===== config.mk =====
export PLATFORM = sky130hd
export DESIGN_NAME = kbd_cmd_decoder
export DESIGN_NICKNAME = d
export VERILOG_FILES = /design/src/rtl/kbd_cmd_pkg.sv /design/src/rtl/kbd_cmd_channel.sv /design/src/rtl/kbd_cmd_decoder.sv
export SDC_FILE = /design/constraint.sdc
export NUM_CORES = 1
export LEC_CHECK = 0
export ABC_AREA = 1
export CAP_MARGIN = 30
export CORE_MARGIN = 2
export CORE_UTILIZATION = 43
export DETAILED_ROUTE_END_ITERATION = 8
export PLACE_DENSITY = 0.77
export SLEW_MARGIN = 5
export SYNTH_ARGS = -nofsm -noshare
export SYNTH_HDL_FRONTEND = slang
export SYNTH_SLANG_ARGS = --single-unit

===== constraint.sdc =====
create_clock -name Clock -period 1.2 [get_ports Clock]
set_input_delay 0.3 -clock Clock [delete_from_list [all_inputs] [get_ports Clock]]
set_output_delay 0.3 -clock Clock [all_outputs]
set_load 0.02 [all_outputs]

===== src/rtl/kbd_cmd_pkg.sv =====
// Mode encodings and common PS/2 set-2 scancodes shared by the keyboard command decoder.
package kbd_cmd_pkg;

  localparam logic [1:0] MODE_PULSE  = 2'd0;
  localparam logic [1:0] MODE_LEVEL  = 2'd1;
  localparam logic [1:0] MODE_TOGGLE = 2'd2;
  localparam logic [1:0] MODE_HOLD   = 2'd3;

  localparam logic [7:0] KEY_SPACE  = 8'h29;
  localparam logic [7:0] KEY_ESC    = 8'h76;
  localparam logic [7:0] KEY_ENTER  = 8'h5A;
  localparam logic [7:0] KEY_1      = 8'h16;
  localparam logic [7:0] KEY_RSHIFT = 8'h59;

endpackage


===== src/rtl/kbd_cmd_channel.sv =====
// One command channel (PULSE/LEVEL/TOGGLE/HOLD chosen by MODE); outputs registered, 1 clock after kbData.
// KEY_REPEAT_EN adds auto-repeat to PULSE channels; without it PULSE fires once per press.
module kbd_cmd_channel
  import kbd_cmd_pkg::*;
#(
  parameter logic [7:0] CODE        = KEY_ENTER,
  parameter logic [1:0] MODE        = MODE_PULSE,
  parameter int         HOLD_CYCLES = 25000000
`ifdef KEY_REPEAT_EN
  ,
  parameter int         REPEAT_DELAY  = 12500000,
  parameter int         REPEAT_PERIOD = 2500000
`endif
) (
  input  logic       Clock,
  input  logic       reset,
  input  logic [7:0] kb_data,
  input  logic [7:0] prev_code,
  input  logic       chan_en,
  input  logic       clr,
  output logic       cmd,
  output logic       held
);

  localparam int            HW        = $clog2(HOLD_CYCLES + 1);
  localparam logic [HW-1:0] HOLD_LAST = HW'(HOLD_CYCLES - 1);

`ifdef KEY_REPEAT_EN
  localparam int            RMAX  = (REPEAT_DELAY > REPEAT_PERIOD) ? REPEAT_DELAY : REPEAT_PERIOD;
  localparam int            RW    = $clog2(RMAX + 1);
  localparam logic [RW-1:0] REP_D = RW'(REPEAT_DELAY);
  localparam logic [RW-1:0] REP_P = RW'(REPEAT_PERIOD);
  logic [RW-1:0] rep_cnt;
  logic          rep_phase;
`endif

  logic          match_now, match_prev, press, rel;
  logic          armed;
  logic [HW-1:0] hold_cnt;

  // A zero scancode can never match: code 0 disables the channel.
  assign match_now  = (kb_data != 8'h00) && (kb_data == CODE);
  assign match_prev = (prev_code != 8'h00) && (prev_code == CODE);
  assign press      = match_now && !match_prev;
  assign rel        = match_prev && !match_now;

  always_ff @(posedge Clock or negedge reset) begin
    if (!reset) begin
      cmd      <= 1'b0;
      held     <= 1'b0;
      armed    <= 1'b0;
      hold_cnt <= '0;
`ifdef KEY_REPEAT_EN
      rep_cnt   <= '0;
      rep_phase <= 1'b0;
`endif
    end else begin
      held <= match_now;
      case (MODE)
        MODE_PULSE: begin
`ifdef KEY_REPEAT_EN
          // rep_cnt == 0 means idle; it only runs after a press that actually fired.
          if (clr) begin
            cmd       <= 1'b0;
            rep_cnt   <= '0;
            rep_phase <= 1'b0;
          end else if (press && chan_en) begin
            cmd       <= 1'b1;
            rep_cnt   <= RW'(1);
            rep_phase <= 1'b0;
          end else if ((rep_cnt != '0) && match_now && chan_en) begin
            if (rep_cnt == (rep_phase ? REP_P : REP_D)) begin
              cmd       <= 1'b1;
              rep_cnt   <= RW'(1);
              rep_phase <= 1'b1;
            end else begin
              cmd     <= 1'b0;
              rep_cnt <= rep_cnt + 1'b1;
            end
          end else begin
            cmd       <= 1'b0;
            rep_cnt   <= '0;
            rep_phase <= 1'b0;
          end
`else
          cmd <= !clr && press && chan_en;
`endif
        end
        MODE_LEVEL: cmd <= !clr && match_now && chan_en;
        MODE_TOGGLE: begin
          // armed is deliberately not cleared by chan_en falling.
          if (clr) begin
            cmd   <= 1'b0;
            armed <= 1'b0;
          end else if (press && chan_en) begin
            armed <= 1'b1;
          end else if (rel && armed) begin
            cmd   <= ~cmd;
            armed <= 1'b0;
          end
        end
        default: begin
          if (!clr && match_now && chan_en) begin
            cmd      <= (hold_cnt == HOLD_LAST);
            hold_cnt <= (hold_cnt == HOLD_LAST) ? hold_cnt : hold_cnt + 1'b1;
          end else begin
            cmd      <= 1'b0;
            hold_cnt <= '0;
          end
        end
      endcase
    end
  end

endmodule


===== src/rtl/kbd_cmd_decoder.sv =====
// Maps the held PS/2 scancode onto NUM_KEYS command channels; all outputs registered, 1 clock latency.
// KEY_REPEAT_EN enables auto-repeat on PULSE channels (REPEAT_DELAY / REPEAT_PERIOD exist only then).
module kbd_cmd_decoder
  import kbd_cmd_pkg::*;
#(
  parameter int                    NUM_KEYS    = 5,
  parameter logic [NUM_KEYS*8-1:0] SCAN_CODES  = {KEY_ESC, KEY_SPACE, KEY_RSHIFT, KEY_1, KEY_ENTER},
  parameter logic [NUM_KEYS*2-1:0] MODES       = {MODE_TOGGLE, MODE_LEVEL, MODE_PULSE, MODE_PULSE, MODE_PULSE},
  parameter int                    HOLD_CYCLES = 25000000
`ifdef KEY_REPEAT_EN
  ,
  parameter int                    REPEAT_DELAY  = 12500000,
  parameter int                    REPEAT_PERIOD = 2500000
`endif
) (
  input  logic                Clock,
  input  logic                reset,
  input  logic [7:0]          kbData,
  input  logic [NUM_KEYS-1:0] chan_en,
  input  logic [NUM_KEYS-1:0] clr,
  output logic [NUM_KEYS-1:0] cmd,
  output logic [NUM_KEYS-1:0] held,
  output logic                any_key
);

  logic [7:0] prev_code;

  always_ff @(posedge Clock or negedge reset) begin
    if (!reset) begin
      prev_code <= 8'h00;
      any_key   <= 1'b0;
    end else begin
      prev_code <= kbData;
      any_key   <= (kbData != 8'h00);
    end
  end

  for (genvar i = 0; i < NUM_KEYS; i++) begin : g_chan
    kbd_cmd_channel #(
      .CODE        (SCAN_CODES[8*i +: 8]),
      .MODE        (MODES[2*i +: 2]),
      .HOLD_CYCLES (HOLD_CYCLES)
`ifdef KEY_REPEAT_EN
      ,
      .REPEAT_DELAY  (REPEAT_DELAY),
      .REPEAT_PERIOD (REPEAT_PERIOD)
`endif
    ) u_chan (
      .Clock     (Clock),
      .reset     (reset),
      .kb_data   (kbData),
      .prev_code (prev_code),
      .chan_en   (chan_en[i]),
      .clr       (clr[i]),
      .cmd       (cmd[i]),
      .held      (held[i])
    );
  end

endmodule


==> flow_metrics.env <==
export IMPL_grt_usage_pct=15.7
export IMPL_gr_total_overflow=0
export IMPL_cts_tree="built"
export IMPL_final_util_pct=62.9
export IMPL_dpl_hpwl_um=1380
export IMPL_netlist_area_sq_um=892
export IMPL_layout_commonest_cell="dfrtp_1"
export IMPL_cts_inserted_buffers=3
export IMPL_yosysUniqueCellTypes=18
export IMPL_ir_drop_v=0.000715
export IMPL_coreArea_sq_um=1960
export IMPL_multiInputGateArea_sq_um=263
export IMPL_drt_initial_drc_count=16
export IMPL_critPathMaxFanout=2
export IMPL_drv_cap=0
export IMPL_layout_setup_ws_ns=0.0568
export IMPL_syn_mean_instance_area_sq_um=9.20
export IMPL_layout_common_cells="dfrtp_1, inv_1, nor2_1"
export IMPL_p_sw_share_pct=23.6
export IMPL_ff2ff_path_depth=6
export IMPL_die_area_sq_um=2460
export IMPL_antenna_found_initial=0
export IMPL_ys_ff_latch=20
export IMPL_end_kind="output port"
export IMPL_die_width_um=49.6
export IMPL_regArea_sq_um=500
export IMPL_rsz0062_at_grt="false"
export IMPL_comb_power_share_pct=15.0
export IMPL_rows=16
export IMPL_min_period_over_period_pct=95.3
export IMPL_layout_drive_gt1_share_pct=29.8
export IMPL_die_h_um=49.6
export IMPL_cts_max_level=1
export IMPL_synthToLayoutAreaGrowth_pct=38.4
export IMPL_cp_top_family="flip-flops"
export IMPL_finalSetupViolations=0
export IMPL_wire_per_inst_um=11.9
export IMPL_hold_class="input pin to register"
export IMPL_yosysSeqAreaShare_pct=56.1
export IMPL_r2r_end="g_chan[4].u_chan.cmd$_DFFE_PN0P_"
export IMPL_synth_cells=97
export IMPL_hold_violations=0
export IMPL_fillers=178
export IMPL_cp_arrival_ns=0.84
export IMPL_num_io_pins=31
export IMPL_clock_skew_ns=0.00102
export IMPL_start_util_pct=45.5
export IMPL_vias_per_cell=4.70
export IMPL_p_per_area_nw_per_um2=956
export IMPL_wl_um=1880
export IMPL_status="completed"
export IMPL_clk_latency_ns=0.29
export IMPL_nets=153
export IMPL_leakagePower_nw=0.700
export IMPL_grt_pass1_wl_um=3010
export IMPL_min_from="kbData[7]"
export IMPL_ys_warn_count=0
export IMPL_rrSetupSlack_ns=0.13
export IMPL_cp_required_ns=0.90
export IMPL_ant_nets=0
export IMPL_hold_end="prev_code[7]$_DFF_PN0_"
export IMPL_cts_sinks=20
export IMPL_cts_max_path_buffers=2
export IMPL_dp_slack_ns=-0.316
export IMPL_seq_power_share_pct=59.5
export IMPL_cpMaxStageDelayCell="dfrtp_1"
export IMPL_cp_num_buf_inv=1
export IMPL_period_needed_ns=1.14
export IMPL_start_kind="register"
export IMPL_grt_pass1_vias=749
export IMPL_grt_max_degree=21
export IMPL_drcViolationCount=0
export IMPL_vias=743
export IMPL_path_cells="buf_2"
export IMPL_worstMarginPinSlew_ns=0.249
export IMPL_root_buffer="clkbuf_4"
export IMPL_clkTransAtPathRegs_ns=0.10
export IMPL_syn_num_nets=117
export IMPL_drt_pass1_iter_count=4
export IMPL_p_int_uw=902
export IMPL_antenna_cells=0
export IMPL_p_sw_uw=278
export IMPL_worst_setup_path_type="register to output port"
export IMPL_critical_path_max_stage_delay_ns=0.40
export IMPL_place_gp_congestion=0.772
export IMPL_r2r_start="prev_code[0]$_DFF_PN0_"
export IMPL_relSlewSlack_pct=83.3
export IMPL_p_clk_share_pct=25.5
export IMPL_slew_violations=0
export IMPL_whs_path_depth=1
export IMPL_fmax_mhz=875
export IMPL_port_buffers=30
layout make-up:
cell class	instances	area share [%]
inverters	18	5.47
multi-input cells	49	21.3
flip-flops and latches	20	40.5
clock buffers	3	1.82
well taps	27	2.74
repair buffers	41	28.2
sequential cells by signal, summed over array words and instances (netlist names):
| signal | cells |
|---|---|
| g_chan.u_chan.cmd | 5 |
| g_chan.u_chan.held | 5 |
| g_chan.u_chan.armed | 1 |
| prev_code | 8 |
| any_key | 1 |
layer usage:
layer,share of wire [%],GRT usage (%),up-vias
li1,-,-,362
met1,41,19.8,355
met2,53,26.2,24
met3,5.2,2.73,2
met4,0.64,6.94,0
met5,0,0,-
power by group through the flow:
| stage | sequential [mW] | clock (mW) | combinational [mW] |
|---|---|---|---|
| 2_1_floorplan | 0.714 | 0 | 0.0568 |
| 3_3_place_gp | 0.714 | 0 | 0.174 |
| 3_5_place_dp | 0.716 | 0 | 0.180 |
| 4_1_cts | 0.702 | 0.312 | 0.176 |
| 5_1_grt | 0.705 | 0.345 | 0.195 |
| 6_report | 0.702 | 0.301 | 0.177 |
metrics by stage:
| step | total power [mW] | cells | TNS (ns) | hold slack [ns] | area, sq um |
|---|---|---|---|---|---|
| finish | 1.18 | 158 | 0 | 0.182 | 1230 |
| global route | 1.24 | 158 | 0 | 0.183 | 1230 |
| CTS | 1.19 | 157 | -0.0000975 | 0.343 | 1190 |
| detailed placement | 0.895 | 154 | -2.55 | 0.534 | 1230 |
| global placement | 0.888 | 154 | -2.12 | 0.509 | 1230 |
| floorplan | 0.771 | 97 | 0 | 0.00441 | 892 |
synthesized netlist by cell type:
cell      count  area share [%]
nand3_2       1             1.1
nand2_2       2             1.4
nor4_1        3             2.1
nand3b_1      1            0.84
nor2_1       14             5.9
nand3_1       3             1.7
clkinv_1      1            0.42
nand2_1      13             5.5
dfrtp_1      20              56
inv_2         3             1.3
nand4_1       6             4.2
nor2_2        2             1.4
nor3_2        1             1.1
nor2_4        1             1.3
buf_4        10             8.4
o211ai_1      1            0.84
inv_1        14             5.9
nor3_1        1            0.56
worst max path at each step:
stage | startpoint | to | cells after the start
detailed placement | kbData[1] | g_chan[4].u_chan.cmd$_DFFE_PN0P_ | 8
global route | prev_code[0]$_DFF_PN0_ | g_chan[4].u_chan.cmd$_DFFE_PN0P_ | 7
floorplan | prev_code[0]$_DFF_PN0_ | g_chan[4].u_chan.cmd$_DFFE_PN0P_ | 6
CTS | kbData[5] | g_chan[2].u_chan.cmd$_DFF_PN0_ | 6
finish | g_chan[4].u_chan.cmd$_DFFE_PN0P_ | cmd[4] | 1
global placement | kbData[5] | g_chan[0].u_chan.cmd$_DFF_PN0_ | 6
cells by family after synthesis:
group	count (synthesis)	share of synthesized area (%)
flops	20	56.1
buf+inv	28	16.0
simple gates	48	27.1
compound gates	1	0.842
what timing repair did:
action / CTS / global route
endpoints found under the hold margin: 0 / 0
hold buffers: 0 / 0
buffers inserted: 0 / 1
setup endpoints to repair: 13 / 6
gates resized for setup: 44 / 12
pin swaps: 1 / 2
No activity file was read; power rests on OpenSTA's default activity.
